--- src/rtl/ram_arb_pkg.sv ---
// Shared types and helpers for the single-port RAM arbiter.
// Latency: n/a (declarations only).
// Backpressure: n/a.
package ram_arb_pkg;

    typedef enum logic [0:0] {
        IDLE = 1'b0,
        BUSY = 1'b1
    } state_t;

    // Index of the set bit in a one-hot vector (up to 32 requesters).
    // An all-zero vector maps to 0.
    function automatic int unsigned oh2idx(input logic [31:0] oh);
        int unsigned idx;
        idx = 0;
        for (int unsigned i = 0; i < 32; i++) begin
            if (oh[i]) idx = i;
        end
        return idx;
    endfunction

endpackage

--- src/rtl/rr_pick.sv ---
// Round-robin picker: first requester (excluding masked ones) scanning cyclically from i_last+1.
// Latency: combinational.
// Backpressure: none; o_vld is low when no eligible requester exists.
// Ports: i_req / i_excl (per-requester request and exclusion), i_last (previous owner),
//        o_vld (an eligible requester exists), o_idx (winning index).
module rr_pick #(
    parameter int N_REQ = 2,
    parameter int OWN_W = 1
) (
    input  logic [N_REQ-1:0] i_req,
    input  logic [N_REQ-1:0] i_excl,
    input  logic [OWN_W-1:0] i_last,
    output logic             o_vld,
    output logic [OWN_W-1:0] o_idx
);

    logic [N_REQ-1:0] w_cand;
    assign w_cand = i_req & ~i_excl;

    // Scan the furthest position first so the nearest candidate after
    // i_last overwrites the others and wins.
    always_comb begin
        int j;
        o_vld = 1'b0;
        o_idx = '0;
        j     = 0;
        for (int k = N_REQ; k >= 1; k--) begin
            j = (int'(i_last) + k) % N_REQ;
            if (w_cand[j[OWN_W-1:0]]) begin
                o_vld = 1'b1;
                o_idx = j[OWN_W-1:0];
            end
        end
    end

endmodule

--- src/rtl/ram_arbiter.sv ---
// Shares one single-port RAM (comb read, sync write) among N_REQ requesters, round-robin with bursts.
// Latency: grant 1 cycle after req; read data/rvalid 1 cycle after the access cycle.
// Backpressure: a requester holds req until it sees gnt; owner is pre-empted after MAX_BURST accesses if others wait.
// Ports: clk/reset; req/we/addr/wdata per requester (flattened); gnt one-hot owner;
//        rvalid/rdata registered read return; ram_in/ram_load/ram_address/ram_out to the RAM.
module ram_arbiter
    import ram_arb_pkg::*;
#(
    parameter int N_REQ     = 2,
    parameter int REG_W     = 16,
    parameter int ADD_W     = 3,
    parameter int MAX_BURST = 4
) (
    input  logic                   clk,
    input  logic                   reset,
    input  logic [N_REQ-1:0]       req,
    input  logic [N_REQ-1:0]       we,
    input  logic [N_REQ*ADD_W-1:0] addr,
    input  logic [N_REQ*REG_W-1:0] wdata,
    output logic [N_REQ-1:0]       gnt,
    output logic [N_REQ-1:0]       rvalid,
    output logic [REG_W-1:0]       rdata,
    output logic [REG_W-1:0]       ram_in,
    output logic                   ram_load,
    output logic [ADD_W-1:0]       ram_address,
    input  logic [REG_W-1:0]       ram_out
);

    localparam int OWN_W  = $clog2(N_REQ);
    localparam int BCNT_W = $clog2(MAX_BURST + 1);
    localparam logic [BCNT_W-1:0] BCNT_LAST = BCNT_W'(MAX_BURST - 1);

    state_t             r_state;
    logic [N_REQ-1:0]   r_gnt;
    logic [N_REQ-1:0]   r_rvalid;
    logic [REG_W-1:0]   r_rdata;
    logic [BCNT_W-1:0]  r_bcnt;
    logic [OWN_W-1:0]   r_last;

    logic [OWN_W-1:0]   w_owner;
    logic               w_busy;
    logic               w_access;
    logic               w_burst_end;
    logic [N_REQ-1:0]   w_pick_excl;
    logic [OWN_W-1:0]   w_pick_last;
    logic               w_pick_vld;
    logic [OWN_W-1:0]   w_pick_idx;
    logic [N_REQ-1:0]   w_pick_oh;

    assign w_owner     = OWN_W'(oh2idx(32'(r_gnt)));
    assign w_busy      = (r_state == BUSY);
    assign w_access    = w_busy && req[w_owner];
    assign w_burst_end = (r_bcnt == BCNT_LAST);

    // While busy the picker always looks for someone other than the owner,
    // starting after the owner. On a release the owner's req is already low,
    // and on pre-emption the owner must not win again, so one setting covers both.
    assign w_pick_excl = w_busy ? r_gnt   : '0;
    assign w_pick_last = w_busy ? w_owner : r_last;

    rr_pick #(
        .N_REQ (N_REQ),
        .OWN_W (OWN_W)
    ) u_pick (
        .i_req  (req),
        .i_excl (w_pick_excl),
        .i_last (w_pick_last),
        .o_vld  (w_pick_vld),
        .o_idx  (w_pick_idx)
    );

    assign w_pick_oh = N_REQ'(1) << w_pick_idx;

    // RAM is driven straight from the owner's port during an access cycle, zero otherwise.
    // Async reset forces r_state to IDLE, so these drop to zero as soon as reset rises.
    assign ram_load    = w_access && we[w_owner];
    assign ram_address = w_access ? addr[w_owner*ADD_W +: ADD_W]   : '0;
    assign ram_in      = w_access ? wdata[w_owner*REG_W +: REG_W]  : '0;

    always_ff @(posedge clk or posedge reset) begin
        if (reset) begin
            r_state  <= IDLE;
            r_gnt    <= '0;
            r_rvalid <= '0;
            r_rdata  <= '0;
            r_bcnt   <= '0;
            r_last   <= OWN_W'(N_REQ - 1);
        end else begin
            r_rvalid <= '0;
            case (r_state)
                IDLE: begin
                    if (w_pick_vld) begin
                        r_state <= BUSY;
                        r_gnt   <= w_pick_oh;
                        r_bcnt  <= '0;
                    end
                end
                BUSY: begin
                    if (w_access) begin
                        if (!we[w_owner]) begin
                            r_rdata  <= ram_out;
                            r_rvalid <= r_gnt;
                        end
                        if (w_burst_end) begin
                            // Burst limit: hand over if anyone else waits,
                            // otherwise the owner simply starts a fresh burst.
                            r_bcnt <= '0;
                            if (w_pick_vld) begin
                                r_last <= w_owner;
                                r_gnt  <= w_pick_oh;
                            end
                        end else begin
                            r_bcnt <= r_bcnt + 1'b1;
                        end
                    end else begin
                        // Owner released: no access this cycle, re-arbitrate.
                        r_last <= w_owner;
                        r_bcnt <= '0;
                        if (w_pick_vld) begin
                            r_gnt <= w_pick_oh;
                        end else begin
                            r_gnt   <= '0;
                            r_state <= IDLE;
                        end
                    end
                end
                default: r_state <= IDLE;
            endcase
        end
    end

    assign gnt    = r_gnt;
    assign rvalid = r_rvalid;
    assign rdata  = r_rdata;

endmodule
--- config.mk ---
export PLATFORM = sky130hd
export DESIGN_NAME = ram_arbiter
export DESIGN_NICKNAME = d
export VERILOG_FILES = /design/src/rtl/ram_arb_pkg.sv /design/src/rtl/rr_pick.sv /design/src/rtl/ram_arbiter.sv
export SDC_FILE = /design/constraint.sdc
export NUM_CORES = 1
export LEC_CHECK = 0
export ABC_CLOCK_PERIOD_IN_PS = 2100
export CAP_MARGIN = 40
export CORE_MARGIN = 5
export CORE_UTILIZATION = 35
export DETAILED_ROUTE_END_ITERATION = 10
export GPL_ROUTABILITY_DRIVEN = 0
export PLACE_DENSITY = 0.83
export SLEW_MARGIN = 20
export SYNTH_ARGS = -nofsm -noshare
export SYNTH_HDL_FRONTEND = slang
export SYNTH_SLANG_ARGS = --single-unit
--- constraint.sdc ---
create_clock -name clk -period 2.1 [get_ports clk]
set_input_delay 0.525 -clock clk [delete_from_list [all_inputs] [get_ports clk]]
set_output_delay 0.525 -clock clk [all_outputs]
set_load 0.05 [all_outputs]
# Word level (Yosys, flattened, before mapping)
# Index checks and enable logic that the tools add are counted.
[op_classes]
mux = 35
reduce_logical = 4
n_addsub = 3
order_cmp = 3
n_mul = 1
bitwise_logic = 4
n_eq_ne = 5
n_shift = 3
[op_table]
columns = ["op", "n"]
rows = [
  ["$shiftx A32 B6 Y16", 1],
  ["$mux W1", 19],
  ["$mux W16", 1],
  ["$mux W2", 8],
  ["$mux W3", 4],
  ["$lt A1 B2 Y1 const B", 3],
  ["$ne A2 B1 Y1 const B", 3],
  ["$pmux W3 S2", 1],
  ["$reduce_and A3 Y1", 2],
  ["$shiftx A6 B4 Y3", 1],
  ["$pmux W2 S2", 1],
  ["$add A3 B1 Y3 const B", 1],
  ["$eq A3 B2 Y1 const B", 1],
  ["$mul A1 B2 Y3 const B", 1],
  ["$ne A3 B2 Y1 const B", 1],
  ["$add A1 B1 Y1 const B", 2],
  ["$and A2 B2 Y2", 1],
  ["$logic_and A1 B1 Y1", 2],
  ["$not A1 Y1", 2],
  ["$not A2 Y2", 1],
  ["$pmux W1 S2", 1],
  ["$shl A1 B1 Y2 const A", 1],
]
[word_totals]
out_inout_bits = 40
elab_cells = 64
reg_bits = 25

# Logic depth before layout (Yosys ltp)
[depth]
ltp_word = 12
ltp_mapped = 6
ltp_nobuf = 5

# Cells and area by module
# A second synthesis with hierarchy kept.
[hier_totals]
hier_cells = 130
area_unflattened_um2 = 1423.9
[by_module_without_submodules]
columns = ["mod", "n_inst", "area_per_inst_um2", "cells_per_inst"]
rows = [
  ["ram_arbiter", 1, 1385.1, 125],
  ["rr_pick", 1, 38.8, 5],
]

# Worst setup path after synthesis
# Ideal clock, no wire load.
[synth_timing]
path_type = "register -> output"
startpoint = "reg r_gnt[1], in the netlist gnt[1]"
endpoint = "out ram_in[10]"
setup_slack_ns = -0.100
stages_incl_launch_ff = 5
t_required_ns = 1.575
t_arrival_ns = 1.675
path_cell_list = "dfrtp_1 buf_4 buf_1 mux2i_1 nor2_1"
[synth_via]
elab_chain_cells = 5
[synth_lines]
columns = ["item", "line_no", "source"]
rows = [
  ["start, declared", "ram_arbiter.sv:34", "logic [N_REQ-1:0] r_gnt;"],
  ["start signal, assigned", "ram_arbiter.sv:94", "r_gnt <= w_pick_oh;"],
  ["start signal, assigned", "ram_arbiter.sv:110", "r_gnt <= w_pick_oh;"],
  ["start signal, assigned", "ram_arbiter.sv:120", "r_gnt <= w_pick_oh;"],
  ["$mux W1 (*)", "ram_arb_pkg.sv:17", "if (oh[i]) idx = i;"],
  ["parallel branches: the longest is 3 deep, another holds $shiftx A32 B6 Y16", "-", ""],
  ["$mux W16 (*)", "ram_arbiter.sv:78", "assign ram_in = w_access ? wdata[w_owner*REG_W +: REG_W] : '0;"],
  ["end, declared", "ram_arbiter.sv:23", "output logic [REG_W-1:0] ram_in,"],
]
# Every way passes the cells marked *. The select of a mux whose other input is x is not followed.

# Worst setup path after layout
[layout_timing]
startpoint = "reg r_gnt[1], in the netlist gnt[1]"
endpoint = "out ram_address[0]"
[layout_via]
elab_chain_cells = 5
[layout_lines]
columns = ["item", "line_no", "source"]
rows = [
  ["$mux W1 (*)", "ram_arb_pkg.sv:17", ""],
  ["parallel branches: the longest is 3 deep, another holds $mul A1 B2 Y3", "-", ""],
  ["$mux W3 (*)", "ram_arbiter.sv:77", "assign ram_address = w_access ? addr[w_owner*ADD_W +: ADD_W] : '0;"],
  ["end, declared", "ram_arbiter.sv:25", "output logic [ADD_W-1:0] ram_address,"],
]
# Marks and branches as above.

==> impl_metrics.ini <==
[min_path]
worstHoldPathType = reg -> reg
hp-start = r_bcnt[2]

[timing]
min_period_ns = 2.06
timing.fmax_mhz = 486
finalSetupViolations = 0
final-hold-violation-count = 0
min_period_over_period_pct = 98.1
worstMarginPinSlew_ns = 0.523
fin_skew_ns = 0.00176
fin_tns_setup_ns = 0
rsz0062_at_grt = true
slew_headroom_pct = 65.0
slew_viol_final = 0

[run]
maxCapViolCount = 0

[synth]
synth.top_cells.by_count = dfrtp_1 (24), nor2_1 (24), mux2i_1 (21)
synth_cell_types = 30
synthCells = 128
syn_area_per_cell_um2 = 11.0
yosysTopAreaCell = dfrtp_1
synth_nets = 189
ys_ff_latch = 25
yosysWarningCount = 0
async_flop_share_pct = 100
synth_edf_count = 0
yosys_most_used_dff = dfrtp_1
synth_area_leaders = dfrtp_1 (43%), mux2i_1 (15%), mux2_4 (9.6%)
syn_area_um2 = 1410
synth.top_cell.area_share_pct = 42.6
ys_seq_area_share_pct = 44.5

[route]
drt_wl_total_mm = 4.93
dr_total_vias = 1386
wl_per_cell_um = 17.3
viasPerCell = 4.86
firstDrtPassIters = 4
drc_errors = 0
ant_nets = 0
drt_iter0_drc = 28

[clocking]
cts.path.max_buffers = 2
htree_levels = 1
cts_setup_buffers = 0
clk_latency_ns = 0.26
cts-root-buf = clkbuf_8
cts.sinks = 25
cts_hold_buffers = 0
cts_buffers = 3
cts_tree = yes
path_clk_slew_ns = 0.08

[worst_setup_path]
worstPathArrival_ns = 1.53
cp-start-kind = flop
worstSetupPathType = reg -> out
critPathRequiredTime_ns = 1.57
worst_path_dominant_cell_family = flip-flops
path_cells = mux2_4, nand2_8, buf_12, nor2_4, buf_8
cp_num_buf_inv = 2
crit_fanout = 5
critPathSlowestCell = dfrtp_1
critPathMaxStageDelay_ns = 0.43
worstSetupStartpoint = gnt[1]
r2r-start = r_state
end_kind = output pin

[floorplanning]
ioPinCount = 100
dieArea_um2 = 5390
die_h_um = 73.4
die_w_um = 73.4
rows = 23
initial_core_util_pct = 35.7
core_um2 = 3940

[global_routing]
antenna_found_initial = 0
globalRouteOverflowTotal = 0
grt_max_degree = 29
grt_pass1_wl_mm = 7.65
grt_pass1_vias = 1482
grt_usage_pct = 18.5

[layout]
fin_nets = 297
fill_cells = 241
drive_gt1_share_pct = 35.3
area_growth_pct = 112
multi_input_area_um2 = 891
fin_area_um2 = 2990
diodes = 0
ff_latch_area_um2 = 627

[place]
port_buffers = 99
placed_cell_area_um2 = 2650
dp_hpwl_mm = 3.30

[power]
cellLeakagePower_nw = 1.29
powerDensity_nw_per_um2 = 1640
ir_drop_v = 0.000710

[outcome]
status = finished clean
what timing repair did:
| item | in CTS | in global routing |
|---|---|---|
| pin swaps | 9 | 9 |
| cloned | 3 | 0 |
| gates resized for setup | 56 | 6 |
| endpoints found under the setup margin | 20 | 20 |
worst reg2reg max path, cell delays in order (launching register included):
cell and delay (ns):
dfrtp_1 0.63, o21ba_2 0.23, a211o_1 0.29, a31oi_1 0.19
mux2_2 0.35
stage by stage:
stage | instances | hold WS (ns) | utilization [%] | setup WS [ns] | total power [W]
finish | 285 | 0.491 | 75.8 | 0.0409 | 0.00490
global route | 285 | 0.512 | 75.8 | -0.0133 | 0.00511
CTS | 285 | 0.496 | 75.4 | 0.0157 | 0.00488
detailed placement | 278 | 0.477 | 67.2 | -0.257 | 0.00409
global placement | 278 | 0.470 | 67.2 | -0.234 | 0.00405
floorplan | 128 | 0.454 | - | -0.100 | 0.00285
cell usage in the layout (no fill, tap or decap), drive strengths merged, types with 2 or more instances in the layout:
cell type      netlist  routed
buf                  8      34
o21ai                3       3
inv                  4       4
clkdlybuf4s15        0       2
mux2                18      18
clkbuf               0       4
dfrtp               24      24
nor2                24      24
nand2                8       8
mux2i               21      21
clkdlybuf4s50        0      75
nor2b                2       2
nor3                 2       2
power by group:
group	switching, W	total, W	internal (W)
Sequential	0.000159	0.000864	0.000705
Combinational	0.00207	0.00375	0.00168
Clock	0.000142	0.000277	0.000136
Total	0.00237	0.00490	0.00252
metal layers:
| layer | up-vias | wire, um | track usage, % |
|---|---|---|---|
| li1 | 652 | - | - |
| met1 | 670 | 1810 | 21.8 |
| met2 | 58 | 2790 | 34.6 |
| met3 | 6 | 279 | 3.69 |
| met4 | 0 | 48 | 3.42 |
| met5 | - | 0 | 0 |
path summary, 6_finish.rpt:
path                             endpoint  slack [ns]  cells after the start
max in group asynchronous       rdata[14]        1.13                      3
max                        ram_address[0]        0.04                      5
min in group asynchronous        rdata[5]        0.52                      2
min                             r_bcnt[2]        0.49                      1
max reg2reg                        r_last        0.34                      4
min reg2reg                     r_bcnt[2]        0.49                      1
state kept, by name (all words and copies together), names as in the netlist:
register,cells
rdata,16
r_state,1
rvalid,2
gnt,2
r_last,1
r_bcnt,3
cells by family (layout without fill, tap and decap cells):
logic type	Yosys count	count (layout)	synth area share (%)
AND/OR/NAND/NOR	41	41	12.8
flip-flops	25	25	44.5
adder cells (fa/ha/maj)	1	1	0.888
buffers and inverters	12	119	4.62
AO/OA/AOI/OAI	10	10	5.51
multiplexers	39	39	31.7
final cells by class:
class | instances | area share, %
inverter | 4 | 0.502
multi-input combinational | 91 | 29.8
sequential | 25 | 21.0
timing repair buffer | 111 | 45.1
clock buffer | 4 | 1.51
tap | 50 | 2.09
No activity file was read; power rests on OpenSTA's default activity.
